## config.mk

```make
export PLATFORM = sky130hd
export DESIGN_NAME = seq_run_ctrl
export DESIGN_NICKNAME = d
export VERILOG_FILES = /design/src/rtl/seq_run_ctrl.sv
export SDC_FILE = /design/constraint.sdc
export NUM_CORES = 1
export LEC_CHECK = 0
export CORE_UTILIZATION = 48
export CTS_BUF_LIST = sky130_fd_sc_hd__clkbuf_4 sky130_fd_sc_hd__clkbuf_8 sky130_fd_sc_hd__clkbuf_16
export DETAILED_ROUTE_END_ITERATION = 10
export GPL_ROUTABILITY_DRIVEN = 0
export PLACE_DENSITY = 0.79
export SYNTH_ARGS = -nofsm -noshare
export SYNTH_HDL_FRONTEND = slang
export SYNTH_SLANG_ARGS = --single-unit
```

## constraint.sdc

```tcl
create_clock -name clk -period 2.34 [get_ports clk]
set_input_delay 0.351 -clock clk [delete_from_list [all_inputs] [get_ports clk]]
set_output_delay 0.351 -clock clk [all_outputs]
set_load 0.1 [all_outputs]
```

## src/rtl/seq_run_ctrl.sv

```systemverilog
// seq_run_ctrl: shares one serial recognizer core between two requesters, streaming
// each granted word into the core LSB first and returning the captured t1/t2 words.
module seq_run_ctrl #(
  parameter int W  = 8,
  parameter int LW = 4
) (
  input  logic          clk,
  input  logic          res,
  input  logic          req0,
  input  logic          req1,
  input  logic [W-1:0]  data0,
  input  logic [W-1:0]  data1,
  input  logic [LW-1:0] len0,
  input  logic [LW-1:0] len1,
  output logic          gnt0,
  output logic          gnt1,
  output logic          done0,
  output logic          done1,
  output logic [W-1:0]  t1_word,
  output logic [W-1:0]  t2_word,
  output logic          busy,
  output logic          core_res,
  output logic          core_x,
  input  logic          core_t1,
  input  logic          core_t2
);

  // state | meaning
  // IDLE  | no job; requests are arbitrated here
  // CLR   | grant pulse, core clear, result words cleared
  // RUN   | one input bit fed and one response bit captured per cycle
  // DONE  | done pulse, last-served pointer moves to the owner
  localparam logic [1:0] IDLE = 2'd0;
  localparam logic [1:0] CLR  = 2'd1;
  localparam logic [1:0] RUN  = 2'd2;
  localparam logic [1:0] DONE = 2'd3;

  logic [1:0]    state;
  logic          owner;
  logic          last;
  logic [W-1:0]  data_sr;
  logic [W-1:0]  bit_mask;
  logic [LW-1:0] rem;

  logic          pick1;
  logic [W-1:0]  pick_data;
  logic [LW-1:0] pick_len;

  // On a tie the requester that was not served last wins.
  always_comb begin
    pick1     = (req0 && req1) ? ~last : req1;
    pick_data = pick1 ? data1 : data0;
    pick_len  = pick1 ? len1 : len0;
    if (pick_len > LW'(W))
      pick_len = LW'(W);
  end

  always_ff @(posedge clk or posedge res) begin
    if (res) begin
      state    <= IDLE;
      owner    <= 1'b0;
      last     <= 1'b1;
      data_sr  <= '0;
      bit_mask <= '0;
      rem      <= '0;
      t1_word  <= '0;
      t2_word  <= '0;
      core_res <= 1'b0;
    end else begin
      case (state)
        IDLE: begin
          if (req0 || req1) begin
            owner    <= pick1;
            data_sr  <= pick_data;
            rem      <= pick_len;
            core_res <= 1'b1;
            state    <= CLR;
          end
        end
        CLR: begin
          t1_word  <= '0;
          t2_word  <= '0;
          bit_mask <= W'(1);
          core_res <= 1'b0;
          state    <= (rem == '0) ? DONE : RUN;
        end
        RUN: begin
          // rem counts the bits still to run; bit_mask marks the bit being captured.
          t1_word  <= t1_word | (bit_mask & {W{core_t1}});
          t2_word  <= t2_word | (bit_mask & {W{core_t2}});
          data_sr  <= data_sr >> 1;
          bit_mask <= bit_mask << 1;
          rem      <= rem - LW'(1);
          if (rem == LW'(1))
            state <= DONE;
        end
        DONE: begin
          last  <= owner;
          state <= IDLE;
        end
        default: state <= IDLE;
      endcase
    end
  end

  assign busy   = (state != IDLE);
  assign gnt0   = (state == CLR) && !owner;
  assign gnt1   = (state == CLR) && owner;
  assign done0  = (state == DONE) && !owner;
  assign done1  = (state == DONE) && owner;
  assign core_x = (state == RUN) && data_sr[0];

endmodule

```

# Word level (Yosys, flattened, before mapping)
# Cells that the tools add are included.
[totals] input_bits=30 regBits=41 elab_cells=57 out_inout_bits=23
[op_classes] bitwise_logic=5 addsub=1 n_eq_ne=6 reduce_logical=18 muxes=17 order_cmp=1
[op_table] cell="one-hot mux 8 bit (2 select lines)" n=4
[op_table] cell="AND 8 bit" n=2
[op_table] cell="2-to-1 mux 8 bit" n=2
[op_table] cell="bitwise OR 8 bit" n=2
[op_table] cell="2-to-1 mux 4 bit" n=3
[op_table] cell="one-hot mux 2 bit (4 select lines)" n=1
[op_table] cell="one-hot mux 4 bit (2 select lines)" n=1
[op_table] cell="AND reduction 2 bit" n=4
[op_table] cell="nonzero test 2 bit" n=4
[op_table] cell="logical AND 1 bit" n=6
[op_table] cell="== test 2 bit (second input constant)" n=2
[op_table] cell="== test 4 x 1 -> 1 bit (second input constant)" n=1
[op_table] cell="> comparator 4 bit (second input constant)" n=1
[op_table] cell="logical NOT 4 bit" n=1
[op_table] cell="2-to-1 mux 2 bit" n=2
[op_table] cell="!= test 2 bit (second input constant)" n=2
[op_table] cell="subtractor 4 x 1 -> 4 bit (second input constant)" n=1
[op_table] cell="2-to-1 mux 1 bit" n=3
[op_table] cell="== test 2 x 1 -> 1 bit (second input constant)" n=1
[op_table] cell="logical NOT 2 bit" n=1
[op_table] cell="one-hot mux 1 bit (2 select lines)" n=1
[op_table] cell="logical NOT 1 bit" n=1
[op_table] cell="logical OR 1 bit" n=1
[op_table] cell="inverter 1 bit" n=1

# Depth between registers and ports, before layout
[logic_depth] depth_word=7 mapped_depth=7 depth_no_buf=6

# Worst setup path before layout
# OpenSTA, ideal clock, no wires.
[synth_path] kind="flip-flop to output port" startpoint="register state[1]" endpoint="output port gnt0" stages_incl_launch_ff=4 n_path_buf=0 arrival_time_ps=2061 path_slack_ps=-72 t_required_ps=1989 path_cell_list="dfrtp_1 > inv_1 > ha_1 > nor2b_1"
[synth_via] elab_chain_len=2
[synth_lines] item="start: declaration" line="38" source="logic [1:0] state;"
[synth_lines] item="start signal: assignment" line="85" source="state <= (rem == '0) ? DONE : RUN;"
[synth_lines] item="== test 2 x 1 -> 1 bit" line="107" source="assign gnt0 = (state == CLR) && !owner;"
[synth_lines] item="logical AND 1 bit" line="107"
[synth_lines] item="end: declaration" line="15" source="output logic gnt0,"
# Every way passes these cells.

# Final worst setup path
[layout_path] startpoint="register state[0]" endpoint="register rem[1]"
[layout_via] elab_chain_len=3 word_cells_on_any_way=6 classes_between="eq/ne: 2; mux: 1; reduce/logical: 3"
[layout_lines] item="== test 2 bit or logical NOT 2 bit (tied branches)" line="70" source="case (state)"
[layout_lines] item="nonzero test 2 bit (no line) or != test 2 bit (tied branches)"
[layout_lines] item="AND reduction 2 bit (no line)"
[layout_lines] item="end signal: assignment" line="75" source="rem <= pick_len;"
[layout_lines] item="end signal: assignment" line="93" source="rem <= rem - LW'(1);"
[layout_lines] item="end: declaration" line="43" source="logic [LW-1:0] rem;"
# Several ways; a longest one is shown, not always the timed one.
# A chain may end at the register's enable or synchronous reset.

==> summary.txt <==
Status - completed
Worst R2R Start - state[0]
Portion of netlist area occupied by mux cells - 0.1113
Synth unique cells - 35
Largest area contributor in the netlist - dfrtp_1
EDFF count, synth - 0
Reg clk slew, reported paths - 90 ps
Placed cell area - 2575 um2
Fin. Hold Viols - 0
Most frequent cell after synthesis - dfrtp_1
Tcrit/Tclk final - 0.8772
Crit path cell chain - inv_1 > ha_1 > nor2_1 > mux2i_1 > o22ai_1 > mux2_1
Core area - 4000 um2
WL/cell - 14.25 um
# clock sinks - 41
Syn Nets - 226
Cell family with most CP delay - multiplexers
Vias/cell - 5.314
I/O pins - 53
TNS Setup - 0 ps
Total CTS buffers - 5
Fraction of registers with async set/reset - 1.000
Vias in the first global route - 1515
Pwr Density - 1407 nW/um2
Design area - 2695 um2
Setup Skew - 13.91 ps
Setup Viol. Count Final - 0
HP Class - in2async
# fillers - 322
Clock Latency Late Sink - 310 ps
Crit Path Category - reg2reg
Layout cell share with drive strength beyond 1 - 0.1951
H-tree Lvls - 2
Ant. Diodes - 0
Top cells by area, synth - dfrtp_1 (50%), mux2i_1 (5.5%), a21oi_1 (5.3%)
CTS root buffer - clkbuf_8
Largest net degree at the start of global routing - 42
RSZ-0062 raised after global routing - false
Die Span Y - 66.56 um
First-pass GRT wire length - 7107 um
Post-Syn Area per Cell - 10.64 um2
Mapped Cells - 188
Xor/xnor cell area share of the yosys netlist - 0
Cts repair resizes - 0
Max VDD drop - 0.0008414 V
Crit Path Max Fanout - 12
Worst Path Buf+Inv - 1
Synth Area in Compound Gates - 0.1676
Max Slew Vio Count - 0
Postcts setup bufs - 0
Rows - 23
CP Capture Type - register
Vias - 1573
Fmax - 487.2 MHz
Yosys warnings - 0
Buffer depth of the longest clock path - 2
Max_cap viols - 0
GRT Util Overall - 0.2165
Hpwl dp - 3023 um
Worst endpoint data arrival time - 2230 ps
Final core utilization - 0.6738
Post-synth top cells - dfrtp_1 (40), nor2_1 (22), a21oi_1 (21), nand2_1 (12), mux2i_1 (11)
CP peak stage delay - 420 ps
Worst-Margin Slew - 542.1 ps
Drt drc - 0
Initial antenna violation count - 0
Largest family of logic cells by synthesized area - compound AO/OA/AOI/OAI gates
Setup crit start kind - register
Number of routed nets with antenna violations - 0
Slowest cell on crit path - dfrtp_1
Hold Buf Count CTS - 0
Fin cells - 296
Tmin final - 2053 ps
Required @ worst endpoint - 2520 ps
First drt pass iteration count - 4
# port buffers - 52
Iteration-0 DRC Markers - 86
Post-synthesis sequential area ratio - 0.5134
Post-synth top flop - dfrtp_1
Top cell type's share of synthesized area - 0.5003
Initial Util - 0.5002
Worst Setup SP - state[0]
Cell Area, Synth - 2001 um2
Adder-cell share of the synthesized area - 0.05003
Die W - 66.56 um
CTS tree - built
# nets final - 283
FF+latch count, synth - 41
Synth Area in Simple Gates - 0.1182
Final WL - 4219 um
Pleak - 1.287 nW
Multi-input logic area - 897.1 um2
Post-Place Cells - 288
Area Overhead vs Synth - 34.71%
Worst relative slew slack - 0.6361
Reg area - 1027 um2
Die Area - 4430 um2
GRT overflow - 0
Hold_ws - 471.3 ps
## cell usage in the layout (no fill, tap or decap)
cell,n
dfrtp_1,40
bufinv_16,1
a21oi_1,21
buf_12,4
o22a_1,1
clkbuf_8,6
ha_1,8
or3b_1,2
nor2b_2,1
nand3b_1,1
and2_1,5
nor3b_1,2
buf_4,25
o21ai_0,10
clkinvlp_4,1
inv_1,7
o21ai_1,1
mux2_1,2
o21a_1,1
o21bai_1,1
a21boi_4,1
clkdlybuf4s50_1,29
dfstp_2,1
or3_1,1
nor2_1,22
nor2b_1,2
a31oi_1,1
nand2b_1,2
a21o_1,1
a32o_1,2
o31ai_1,1
mux2i_1,11
nand2_1,12
o22ai_1,2
clkinv_1,1
a22o_1,8
o311ai_1,1
mux2_2,8
## cell families after synthesis
family / count (synthesis)
AO/OA/AOI/OAI: 52
AND/OR/NAND/NOR: 50
flip-flops: 41
multiplexers: 21
buffers and inverters: 16
adder cells (fa/ha/maj): 8
## final timing paths
kind	depth (start not counted)	end	slack [ps]
max in group asynchronous	3	data_sr[3]	1490
setup reg to reg	6	rem[1]	290
min in group clk	2	data_sr[1]	490
hold / removal	3	t2_word[0]	470
setup / recovery	6	rem[1]	290
hold reg to reg	2	data_sr[1]	490
## stage by stage
step                      setup WS (ps)  total power (W)
after floorplan                   80.07         0.002651
after global placement            216.3         0.003152
after detailed placement          183.4         0.003198
after CTS                         287.2         0.003814
after global routing              162.0         0.004052
final                             287.3         0.003792
## registers in the layout (all words and copies together), names as in the netlist
| signal | cells |
|---|---|
| bit_mask | 8 |
| data_sr | 8 |
| t1_word | 8 |
| t2_word | 8 |
| rem | 4 |
| state | 2 |
| core_res | 1 |
| last | 1 |
| owner | 1 |
## routing by layer
metal | routed length, um | vias to the layer above | GRT usage | part of all wire
met4 | 81 | 0 | 0.1037 | 0.019
met5 | 0 | - | 0 | 0
met2 | 2043 | 29 | 0.3460 | 0.48
li1 | - | 773 | - | -
met1 | 1954 | 763 | 0.2820 | 0.46
met3 | 140 | 8 | 0.03767 | 0.033
## where the power goes
part / leakage [nW] / total, W / internal (W) / switching (W)
Sequential: 0.536 / 0.00110 / 0.000928 / 0.000169
Combinational: 0.693 / 0.00209 / 0.000714 / 0.00138
Clock: 0.0574 / 0.000604 / 0.000347 / 0.000258
## worst min-delay path, stage by stage
cell and delay (ps):
clkdlybuf4s50_1 400, inv_1 50, buf_4 420
## area by class of cell
cell class | count | area share
Clock inverter | 2 | 0.01393
Timing Repair Buffer | 58 | 0.2071
Multi-Input combinational cell | 131 | 0.3329
Clock buffer | 6 | 0.03064
Inverter | 8 | 0.01114
Sequential cell | 41 | 0.3812
Tap cell | 50 | 0.02321
(Power assumes the default switching activity.)
